**config.mk**
```make
export PLATFORM = sky130hd
export DESIGN_NAME = alu_serial_seq
export DESIGN_NICKNAME = d
export VERILOG_FILES = /design/src/rtl/alu_serial_seq.sv
export SDC_FILE = /design/constraint.sdc
export NUM_CORES = 1
export LEC_CHECK = 0
export ABC_AREA = 1
export CORE_MARGIN = 1
export CORE_UTILIZATION = 26
export DETAILED_ROUTE_END_ITERATION = 8
export GPL_TIMING_DRIVEN = 0
export SLEW_MARGIN = 20
export SYNTH_ARGS = -nofsm -noshare
export SYNTH_HDL_FRONTEND = slang
export SYNTH_SLANG_ARGS = --single-unit
```
**constraint.sdc**
```tcl
create_clock -name clk -period 6.7 [get_ports clk]
set_input_delay 1.34 -clock clk [delete_from_list [all_inputs] [get_ports clk]]
set_output_delay 1.34 -clock clk [all_outputs]
set_load 0.01 [all_outputs]
```
**src/rtl/alu_serial_seq.sv**
```systemverilog
// alu_serial_seq: bit-serial ALU. One result bit per clock, LSB first, through a
// 1-bit slice with a registered carry between bits.
// Optional build macro ALU_SERIAL_FLAGS_EN adds the zero and overflow outputs;
// without it those ports and their logic are absent.
module alu_serial_seq #(
    parameter int WIDTH = 16
) (
    input  logic             clk,
    input  logic             rst,
    input  logic             start,
    input  logic [WIDTH-1:0] a,
    input  logic [WIDTH-1:0] b,
    input  logic             bnegate,
    input  logic [2:0]       aluop,
    output logic             busy,
    output logic             done,
    output logic [WIDTH-1:0] result,
    output logic             carryout
`ifdef ALU_SERIAL_FLAGS_EN
    ,
    output logic             zero,
    output logic             overflow
`endif
);

    // Counter wide enough to address every bit position.
    localparam int CW = (WIDTH > 2) ? $clog2(WIDTH) : 1;
    localparam logic [CW-1:0] LAST_BIT = CW'(WIDTH - 1);

    // Operation encodings.
    localparam logic [2:0] OP_AND  = 3'b000;
    localparam logic [2:0] OP_OR   = 3'b001;
    localparam logic [2:0] OP_ADD  = 3'b010;
    localparam logic [2:0] OP_ADDI = 3'b011;
    localparam logic [2:0] OP_XOR  = 3'b100;
    localparam logic [2:0] OP_SLT  = 3'b101;

    typedef enum logic [1:0] {
        IDLE = 2'b00,
        RUN  = 2'b01,
        DONE = 2'b10
    } state_t;

    state_t state_reg, state_next;

    // Captured operation context; frozen for the whole run.
    logic [WIDTH-1:0] a_reg;
    logic [WIDTH-1:0] b_reg;
    logic [2:0]       op_reg;
    logic             inv_reg;     // B is inverted for this op (subtract or SLT)
    logic [CW-1:0]    cnt_reg;     // bit position being processed
    logic             carry_reg;   // carry into the current bit

    // Low result bits collected during the pass; the MSB comes straight from
    // the slice on the last cycle.
    logic [WIDTH-2:0] acc_reg;

    logic [WIDTH-1:0] result_reg;
    logic             carryout_reg;
`ifdef ALU_SERIAL_FLAGS_EN
    logic             zero_reg;
    logic             overflow_reg;
`endif

    logic accept;
    logic last_bit;
    logic running;
    logic init_carry;
    logic init_inv;

    // 1-bit slice signals
    logic a_bit;
    logic b_bit;
    logic mb_bit;
    logic sum_bit;
    logic cout_bit;
    logic ovf_bit;
    logic slt_bit;
    logic slice_bit;
    logic is_arith;
    logic [WIDTH-1:0] result_final;

    // Start is honoured whenever no operation is in flight (IDLE or DONE).
    assign accept  = start && (state_reg != RUN);
    assign running = (state_reg == RUN);
    assign last_bit = running && (cnt_reg == LAST_BIT);

    // SLT always subtracts, regardless of bnegate.
    assign init_inv   = bnegate || (aluop == OP_SLT);
    assign init_carry = init_inv;

    assign is_arith = (op_reg == OP_ADD) || (op_reg == OP_ADDI) || (op_reg == OP_SLT);

    // Bit slice: full adder plus logic ops on the current bit position.
    assign a_bit    = a_reg[cnt_reg];
    assign b_bit    = b_reg[cnt_reg];
    assign mb_bit   = b_bit ^ inv_reg;
    assign sum_bit  = a_bit ^ mb_bit ^ carry_reg;
    assign cout_bit = (a_bit & mb_bit) | (a_bit & carry_reg) | (mb_bit & carry_reg);
    // Signed overflow on the MSB is carry-in XOR carry-out of that bit.
    assign ovf_bit  = carry_reg ^ cout_bit;
    // Sign of A-B corrected by overflow gives the true signed less-than.
    assign slt_bit  = sum_bit ^ ovf_bit;

    // Select the slice output bit for the captured operation.
    always_comb begin
        slice_bit = 1'b0;
        case (op_reg)
            OP_AND:  slice_bit = a_bit & mb_bit;
            OP_OR:   slice_bit = a_bit | mb_bit;
            OP_ADD:  slice_bit = sum_bit;
            OP_ADDI: slice_bit = sum_bit;
            OP_XOR:  slice_bit = a_bit ^ b_bit;   // XOR ignores the B inversion
            default: slice_bit = 1'b0;            // SLT bits and 110/111 are zero
        endcase
    end

    // Final word assembled on the MSB cycle.
    always_comb begin
        result_final = {slice_bit, acc_reg};
        if (op_reg == OP_SLT) begin
            result_final = {{(WIDTH-1){1'b0}}, slt_bit};
        end
    end

    // State register.
    always_ff @(posedge clk or posedge rst) begin
        if (rst) begin
            state_reg <= IDLE;
        end else begin
            state_reg <= state_next;
        end
    end

    // Next-state and status outputs.
    always_comb begin
        state_next = state_reg;
        busy       = 1'b0;
        done       = 1'b0;
        case (state_reg)
            IDLE: begin
                if (start) begin
                    state_next = RUN;
                end
            end
            RUN: begin
                busy = 1'b1;
                if (cnt_reg == LAST_BIT) begin
                    state_next = DONE;
                end
            end
            DONE: begin
                done       = 1'b1;
                state_next = start ? RUN : IDLE;
            end
            default: begin
                state_next = IDLE;
            end
        endcase
    end

    // Operand capture on accept, then bit counter and carry advance during RUN.
    always_ff @(posedge clk or posedge rst) begin
        if (rst) begin
            a_reg     <= '0;
            b_reg     <= '0;
            op_reg    <= '0;
            inv_reg   <= 1'b0;
            cnt_reg   <= '0;
            carry_reg <= 1'b0;
        end else if (accept) begin
            a_reg     <= a;
            b_reg     <= b;
            op_reg    <= aluop;
            inv_reg   <= init_inv;
            cnt_reg   <= '0;
            carry_reg <= init_carry;
        end else if (running) begin
            cnt_reg   <= cnt_reg + 1'b1;
            carry_reg <= cout_bit;
        end
    end

    // One flop per low result bit, written when the slice reaches its position.
    generate
        for (genvar gi = 0; gi < WIDTH - 1; gi++) begin : g_acc
            // Capture slice output for bit gi.
            always_ff @(posedge clk or posedge rst) begin
                if (rst) begin
                    acc_reg[gi] <= 1'b0;
                end else if (running && (cnt_reg == CW'(gi))) begin
                    acc_reg[gi] <= slice_bit;
                end
            end
        end
    endgenerate

    // Publish result and carry only at the end of the MSB pass.
    always_ff @(posedge clk or posedge rst) begin
        if (rst) begin
            result_reg   <= '0;
            carryout_reg <= 1'b0;
        end else if (last_bit) begin
            result_reg   <= result_final;
            carryout_reg <= is_arith & cout_bit;
        end
    end

    assign result   = result_reg;
    assign carryout = carryout_reg;

`ifdef ALU_SERIAL_FLAGS_EN
    // Flags are updated together with the result.
    always_ff @(posedge clk or posedge rst) begin
        if (rst) begin
            zero_reg     <= 1'b0;
            overflow_reg <= 1'b0;
        end else if (last_bit) begin
            zero_reg     <= (result_final == '0);
            overflow_reg <= is_arith & ovf_bit;
        end
    end

    assign zero     = zero_reg;
    assign overflow = overflow_reg;
`endif

endmodule

```
==> reports/qor.yml, run 1 <==
synthesis:
  synthesis.area_um2: 3620
  yosys-top-cells-area: "dfrtp_1 (52%), nand2_1 (17%), o21ai_0 (8.0%)"
  yosys_warnings: 0
  ys_ff_latch: 75
  synth_fp_nets: 500
  postSynthCellCount: 453
  yosys.cell_count.top_type: "nand2_1"
  avgSynthCellArea_um2: 8.00
  yosys.area.top_type: "dfrtp_1"
  netlist-cell-type-count: 27
  synth_flop_cell: "dfrtp_1"
  ys_top_cells_by_count: "nand2_1 (163), dfrtp_1 (75), o21ai_0 (58)"
  synth_top_area_share_pct: 51.8
  synth_edf_count: 0
  async_flop_share_pct: 100
  synth_seq_area_share_pct: 51.8
sta:
  slew_headroom_pct: 53.4
  final_max_slew_viol_count: 0
  setup_tns_ns: 0
  fmax_ghz: 0.337
  finClkSkew_ns: 0.00644
  rsz0062_at_grt: "false"
  tightest_slew_ns: 0.697
  min_period_ns: 2.97
  setup_viol: 0
  fin_crit_sh_pct: 44.3
  hold_viol_final: 0
global_routing:
  met3_usage_pct: 3.85
  antenna_found_initial: 0
  grt_pass1_wl_um: 14900
  use_met2_pct: 19.5
  first_global_vias: 3104
  met1_usage_pct: 18.0
  overflow: 0
  grt_most_used_layer: "met2"
  track_usage_pct: 13.2
  grt_max_degree: 55
clock_tree:
  clkLatencyLatePin_ns: 0.34
  clock_path_buffers: 2
  cts_sinks: 75
  cts_resized: 0
  tritoncts: "done"
  root_buffer: "clkbuf_16"
  path_clk_slew_ns: 0.06
  cts_setup_buffers: 0
  cts_made_buffers: 9
  cts_max_level: 3
  cts_hold_buffers: 0
outcome:
  status: "complete, no violations"
floorplanning:
  fp.dieH_um: 120
  core_area_um2: 13400
  die_area_um2: 14400
  ioPinCount: 58
  start_util_pct: 27.0
  row_count: 42
  die_x_um: 120
placed_design:
  dp_hpwl_um: 6250
  io_buffers: 57
  gp_congestion: 0.757
setup_path:
  critPathCaptureType: "output port"
  worstSetupPathType: "reg -> out"
  cp_max_fo: 10
  crit_path_max_incr_delay_ns: 0.58
  worstPathRequired_ns: 5.36
  cp_num_buf_inv: 3
  critPathTopFamily: "buffers and inverters"
  critPathArrivalTime_ns: 1.63
  crit_slowest_cell: "clkdlybuf4s50_1"
  critPathLaunchType: "flop"
  path_cells: "inv_1 -> nand2_1 -> inv_2 -> clkdlybuf4s50_1"
detailed_routing:
  drc: 0
  drt_wl_total_um: 8660
  dr.first_iter.drc_count: 195
  viasPerCell: 4.31
  num_vias: 3028
  wl_per_cell_um: 12.3
  ant_nets: 0
  dr.pass1.iters: 4
cells_and_area:
  multi_input_area_um2: 1440
  utilization_pct: 35.5
  nets: 569
  final-seq-area_um2: 1880
  areaGrowthSynthToFinish_pct: 31.3
  antenna_cells: 0
  final_layout_size_suffix_gt1_share_pct: 8.73
  fillCellCount: 1377
run:
  maxCapViolCount: 0
pwr:
  leakage_uw: 0.00233
  ir_drop_mv: 0.200
  pwr_density_cell_nw_per_um2: 469
min_path:
  hold_path_class: "reg -> reg"
[routing by layer]
metal / part of all wire (%) / vias up
met3: 4.5 / 15
met4: 1.8 / 0
met5: 0 / -
li1: - / 1543
met1: 49 / 1418
met2: 44 / 52
[worst paths after layout]
path | end | startpoint | depth (start not counted) | slack, ns
max in group asynchronous | b_reg[5]$_DFFE_PP0P_ | rst | 3 | 4.82
worst min register to register | result[3]$_DFFE_PP0P_ | result[3]$_DFFE_PP0P_ | 2 | 0.48
worst max register to register | acc_reg[2]$_DFFE_PP0P_ | cnt_reg[0]$_DFFE_PP0P_ | 17 | 3.92
worst min-delay path | result[3]$_DFFE_PP0P_ | result[3]$_DFFE_PP0P_ | 2 | 0.48
worst max-delay path | busy | state_reg[1]$_DFFE_PP0P_ | 4 | 3.73
min in group asynchronous | result[7]$_DFFE_PP0P_ | rst | 2 | 1.31
[cell usage in the layout, fill, tap and decap left out, types with 2 or more instances in the layout]
cell type,netlist,layout
nand2_1,163,163
dfrtp_1,75,75
o21ai_0,58,58
clkdlybuf4s50_1,0,57
inv_1,50,49
nand3_1,32,32
nor2_1,25,25
nand2_2,11,11
clkbuf_16,0,9
clkbuf_1,7,7
ha_1,6,6
inv_2,4,4
clkbuf_8,0,3
buf_6,2,2
buf_4,2,2
nor2_2,2,2
buf_2,2,2
fa_1,2,2
clkinv_2,0,2
[layout make-up]
class | count | area share, %
repair buffers | 58 | 12.6
multi-input cells | 309 | 30.2
flip-flops and latches | 75 | 39.4
plain buffers | 15 | 2.29
well taps | 176 | 4.63
clock buffers | 12 | 5.60
inverters | 54 | 4.31
clock inverters | 4 | 0.999
[per-stage QoR]
step	power [uW]	setup WS, ns	instances	hold slack (ns)	instance area [um2]
finish	2230	3.73	703	0.481	4760
global route	2440	3.62	703	0.503	4760
CTS	2270	3.70	703	0.485	4760
detailed placement	1750	3.46	687	0.469	4450
global placement	1720	2.26	686	0.468	4420
floorplan	1450	3.45	453	0.458	3620
[worst reg2reg max path, delay by kind of cell, from the launching register on]
kind,cells,cell delay [ns]
AOI/OAI and AO/OA,1,0.08
and+or+nand+nor,11,0.84
DFF,1,0.43
buffers and inverters,3,0.49
adders and majority gates,1,0.48
xor gates and xnor gates,1,0.35
[report_power, final]
part / leakage, uW / switching [uW] / internal (uW)
sequential: 0.000961 / 90.7 / 640
combinational: 0.00122 / 604 / 396
clock: 0.000155 / 183 / 317
total: 0.00233 / 877 / 1350
[cell families (layout without fill, tap and decap cells)]
kind of cell    after synthesis  in the layout  share of synthesized area (%)
simple gates                238            238                           27.3
flops                        75             75                           51.8
buf+inv                      69            143                           8.59
compound gates               61             61                           8.60
fa+ha+maj                     8              8                           3.18
xor+xnor                      1              1                          0.242
mux                           1              1                          0.276
(Power assumes the default switching activity.)
==> run 2: changes to the inputs <==
==> constraint.sdc (replaced) <==
create_clock -name clk -period 2.6 [get_ports clk]
set_input_delay 0.52 -clock clk [delete_from_list [all_inputs] [get_ports clk]]
set_output_delay 0.52 -clock clk [all_outputs]
set_load 0.01 [all_outputs]
==> reports/qor.yml, run 2 (same netlist as run 1, synthesis figures left out) <==
detailed_routing:
  dr.pass1.iters: 4
  dr.first_iter.drc_count: 144
  ant_nets: 0
  num_vias: 3101
  drt_wl_total_um: 9120
  wl_per_cell_um: 12.7
  drc: 0
  viasPerCell: 4.32
cells_and_area:
  layout_commonest_cell: "nand2_1"
  antenna_cells: 0
  multi_input_area_um2: 1620
  nets: 584
  final_layout_size_suffix_gt1_share_pct: 18.3
  final-seq-area_um2: 1880
  final_cell_mix: "nand2_1 (134), dfrtp_1 (74), o21ai_0 (58), clkdlybuf4s50_1 (57), inv_1 (49)"
  areaGrowthSynthToFinish_pct: 41.3
  design_area_um2: 5120
  fillCellCount: 1343
  layout.cells.non_filler: 718
sta:
  finClkSkew_ns: 0.00677
  tightest_slew_ns: 0.706
  rsz0062_at_grt: "true"
  fin_crit_sh_pct: 96.9
  hold_slack_ns: 0.481
  hold_viol_final: 0
  final_max_slew_viol_count: 0
  setup_viol: 0
  fmax_ghz: 0.397
  min_period_ns: 2.52
  slew_headroom_pct: 52.7
  setup_slack_ns: 0.0810
global_routing:
  track_usage_pct: 13.3
  grt_max_degree: 55
  overflow: 0
  grt_pass1_wl_um: 15100
  first_global_vias: 3139
  antenna_found_initial: 0
floorplanning:
  fp.dieH_um: 120
  die_x_um: 120
  core_area_um2: 13400
  start_util_pct: 27.0
  row_count: 42
  die_area_um2: 14400
  ioPinCount: 58
placed_design:
  dp_slack_ns: -0.210
  dp_hpwl_um: 6250
  dpl_cell_area_um2: 4450
  io_buffers: 57
  gp_congestion: 0.757
  place_inst: 687
pwr:
  pwr_density_cell_nw_per_um2: 1310
  ir_drop_mv: 0.573
  design_power_total_uw: 6710
  leakage_uw: 0.00253
setup_path:
  path_cells: "buf_8 -> buf_8 -> nand2_2 -> nand3_2 -> nand2_2 -> nand2_2 -> nand2_2 -> nor2_4 -> xor2_4 -> fa_1 -> nand2_1 -> o211ai_1 -> nand2_1 -> nand2_4 -> clkbuf_16 -> nand2_2 -> nand2_1"
  critPathLaunchType: "flop"
  worstSetupPathType: "reg -> reg"
  worstPathRequired_ns: 2.88
  cp_max_fo: 5
  crit_slowest_cell: "fa_1"
  crit_top_cell: "nand2_2"
  critPathArrivalTime_ns: 2.80
  critPathCaptureType: "flop"
  crit_path_max_incr_delay_ns: 0.53
clock_tree:
  cts_max_level: 3
  clkLatencyLatePin_ns: 0.34
  root_buffer: "clkbuf_16"
  cts_made_buffers: 9
  clock_path_buffers: 2
  cts_sinks: 75
  tritoncts: "done"
  cts_hold_buffers: 0
  path_clk_slew_ns: 0.06
outcome:
  status: "complete, no violations"
min_path:
  hold_path_class: "reg -> reg"
run:
  maxCapViolCount: 0
run 2: layout make-up:
class	instances	area share [%]
tap	176	4.30
inverter	54	4.15
sequential	75	36.7
clock inverter	4	0.928
buffer	15	2.35
multi-input combinational	309	31.6
timing repair buffer	73	14.8
clock buffer	12	5.20
run 2: per-layer routing:
metal	part of all wire [%]	vias to the layer above	track usage (%)
li1	-	1570	-
met5	0	-	0
met3	5.1	17	3.85
met4	1.9	0	4.92
met2	46	67	20.0
met1	48	1447	18.0
run 2: through the flow:
step                setup TNS, ns  util [%]
floorplan                       0         -
global placement           -78.45      33.0
detailed placement          -2.48      33.2
CTS                             0      35.9
global route               -0.738      38.2
finish                          0      38.2
run 2: timing repair:
action | 4_1_cts | 5_1_grt
gates resized for setup | 4 | 53
gates cloned | 0 | 2
buffers inserted | 3 | 10
setup endpoints to repair | 16 | 16
pin swaps | 1 | 24
run 2: where the power goes:
| group | switching, uW | internal [uW] |
|---|---|---|
| logic | 1940 | 1570 |
| clock network | 475 | 817 |
| registers | 248 | 1650 |
run 2: path summary, 6_finish.rpt:
kind | from | end | slack (ns) | cells past startpoint
max reg2reg | cnt_reg[0]$_DFFE_PP0P_ | acc_reg[2]$_DFFE_PP0P_ | 0.08 | 17
min | result[3]$_DFFE_PP0P_ | result[3]$_DFFE_PP0P_ | 0.48 | 2
max in group asynchronous | rst | cnt_reg[0]$_DFFE_PP0P_ | 1.54 | 3
max | cnt_reg[0]$_DFFE_PP0P_ | acc_reg[2]$_DFFE_PP0P_ | 0.08 | 17
min in group asynchronous | rst | result[7]$_DFFE_PP0P_ | 0.49 | 2
min reg2reg | result[3]$_DFFE_PP0P_ | result[3]$_DFFE_PP0P_ | 0.48 | 2
run 2: critical path, delay by kind of cell, from the launching register on:
family                   cells  cell delay, ns
buffers and inverters        3            0.45
AO/OA/AOI/OAI                1            0.08
XOR/XNOR                     1            0.15
adder cells (fa/ha/maj)      1            0.53
flip-flops                   1            0.45
AND/OR/NAND/NOR             11            0.81
==> run 3: changes to the inputs <==
--- a/config.mk
+++ b/config.mk
@@ -7,10 +7,10 @@
 export LEC_CHECK = 0
 export ABC_AREA = 1
 export CORE_MARGIN = 1
-export CORE_UTILIZATION = 26
+export CORE_UTILIZATION = 48
 export DETAILED_ROUTE_END_ITERATION = 8
 export GPL_TIMING_DRIVEN = 0
-export SLEW_MARGIN = 20
+export PLACE_DENSITY = 0.76
 export SYNTH_ARGS = -nofsm -noshare
 export SYNTH_HDL_FRONTEND = slang
 export SYNTH_SLANG_ARGS = --single-unit
==> reports/qor.yml, run 3 (same netlist as run 1, synthesis figures left out) <==
pwr:
  ir_drop_mv: 0.681
  leakage_uw: 0.00244
  pwr_density_cell_nw_per_um2: 1320
  design_power_total_uw: 6490
sta:
  min_period_ns: 2.58
  final_max_slew_viol_count: 0
  tightest_slew_ns: 0.693
  fin_crit_sh_pct: 99.4
  slew_headroom_pct: 53.6
  rsz0062_at_grt: "true"
  hold_viol_final: 0
  setup_tns_ns: 0
  fmax_ghz: 0.387
  finClkSkew_ns: 0.00569
  setup_viol: 0
  setup_slack_ns: 0.0152
setup_path:
  r2r_cells: 17
  critPathLaunchType: "flop"
  crit_slowest_cell: "fa_1"
  critical_path.startpoint: "cnt_reg[0]$_DFFE_PP0P_"
  critPathCaptureType: "flop"
  worstSetupPathType: "reg -> reg"
  r2r_setup_slack_ns: 0.02
  reg2reg_to: "acc_reg[14]$_DFFE_PP0P_"
  worstPathRequired_ns: 2.88
  path_cells: "buf_8 -> clkbuf_16 -> nand2_1 -> nand3_1 -> nand2_1 -> nand2_1 -> nand2_2 -> nor2_4 -> xor2_4 -> fa_1 -> nand2_1 -> o211ai_1 -> nand2_1 -> nand2_4 -> clkbuf_16 -> nand2_1 -> nand2_1"
  crit_top_cell: "nand2_1"
  r2r_start: "cnt_reg[0]$_DFFE_PP0P_"
  cp_max_fo: 8
  crit_path_max_incr_delay_ns: 0.54
  critPathArrivalTime_ns: 2.87
  cp-endpoint: "acc_reg[14]$_DFFE_PP0P_"
cells_and_area:
  fillCellCount: 594
  final_layout_size_suffix_gt1_share_pct: 15.2
  areaGrowthSynthToFinish_pct: 35.2
  antenna_cells: 0
  final-seq-area_um2: 1880
  layout_commonest_cell: "nand2_1"
  nets: 589
  multi_input_area_um2: 1510
  final_cell_mix: "nand2_1 (150), dfrtp_1 (74), o21ai_0 (58), clkdlybuf4s50_1 (57), inv_1 (49)"
placed_design:
  gp_congestion: 0.800
  io_buffers: 57
  dp_hpwl_um: 5700
  dp_slack_ns: -0.229
min_path:
  hold_path_class: "reg -> reg"
global_routing:
  antenna_found_initial: 0
  track_usage_pct: 21.9
  grt_most_used_layer: "met2"
  met1_usage_pct: 30.6
  first_global_vias: 2953
  grt_max_degree: 50
  overflow: 0
  grt_pass1_wl_um: 13200
  use_met2_pct: 35.7
  met3_usage_pct: 3.05
floorplanning:
  core_area_um2: 7290
  die_x_um: 88.9
  fp.dieH_um: 88.9
  row_count: 31
  start_util_pct: 49.7
  ioPinCount: 58
  die_area_um2: 7900
clock_tree:
  cts_max_level: 3
  cts_sinks: 75
  cts_hold_buffers: 0
  tritoncts: "done"
  clkLatencyLatePin_ns: 0.34
  clock_path_buffers: 2
  cts_made_buffers: 9
  root_buffer: "clkbuf_8"
  path_clk_slew_ns: 0.08
detailed_routing:
  drt_wl_total_um: 8480
  viasPerCell: 5.06
  ant_nets: 0
  drc: 0
  wl_per_cell_um: 13.1
  dr.first_iter.drc_count: 212
  num_vias: 3270
  dr.pass1.iters: 5
outcome:
  status: "complete, no violations"
run:
  maxCapViolCount: 0
-- run 3: changes by cell type in the layout (fill, tap and decap cells not counted), sizes merged --
| cell | previous run | this run |
|---|---|---|
| buf | 22 | 27 |
| clkinvlp | 1 | 0 |
| clkbuf | 21 | 19 |
| bufinv | 1 | 4 |
-- run 3: layer usage --
metal | wire length [um] | vias up
met1 | 3850 | 1557
li1 | - | 1590
met2 | 4040 | 109
met5 | 0 | -
met3 | 437 | 14
met4 | 157 | 0
-- run 3: timing repair --
| action | in CTS | in global routing |
|---|---|---|
| setup endpoints to repair | 16 | 16 |
| cloned | 0 | 2 |
| pin swaps | 1 | 16 |
| resized for setup | 4 | 27 |
| buffers inserted | 3 | 15 |
-- run 3: worst max-delay path: cells and delay by family, from the launching register on --
family,cells,cell delay [ns]
AO/OA/AOI/OAI,1,0.08
XOR/XNOR,1,0.15
adder cells (fa/ha/maj),1,0.54
buffers and inverters,3,0.47
flip-flops,1,0.45
AND/OR/NAND/NOR,11,0.86
-- run 3: worst min path at each step --
stage	from	end	slack (ns)	cells past startpoint
after floorplan	state_reg[0]$_DFFE_PP0P_	state_reg[0]$_DFFE_PP0P_	0.46	1
after global placement	result[12]$_DFFE_PP0P_	result[12]$_DFFE_PP0P_	0.47	2
after detailed placement	result[13]$_DFFE_PP0P_	result[13]$_DFFE_PP0P_	0.47	2
after CTS	result[13]$_DFFE_PP0P_	result[13]$_DFFE_PP0P_	0.49	2
after global routing	result[15]$_DFFE_PP0P_	result[15]$_DFFE_PP0P_	0.49	2
final	result[13]$_DFFE_PP0P_	result[13]$_DFFE_PP0P_	0.48	2
-- run 3: report_power, final --
| group | internal [uW] | switching [uW] | total (uW) | leakage, uW |
|---|---|---|---|---|
| Sequential | 1650 | 238 | 1890 | 0.000960 |
| Clock | 738 | 436 | 1170 | 0.000131 |
| Combinational | 1550 | 1880 | 3430 | 0.00135 |
| Total | 3930 | 2550 | 6490 | 0.00244 |
-- run 3: area by class of cell --
type	count	share of cell area, %
flip-flops and latches	75	38.3
multi-input cells	309	30.9
repair buffers	78	16.1
inverters	54	4.34
clock inverters	6	2.81
clock buffers	10	2.60
well taps	99	2.53
plain buffers	15	2.45
-- run 3: metrics by stage --
stage               hold slack (ns)  instance area, um2  util, %  std cells
floorplan                     0.458                3620        -        453
global placement              0.465                4320     59.2        609
detailed placement            0.468                4350     59.6        610
CTS                           0.489                4660     63.9        629
global route                  0.492                4900     67.2        646
finish                        0.482                4900     67.2        646
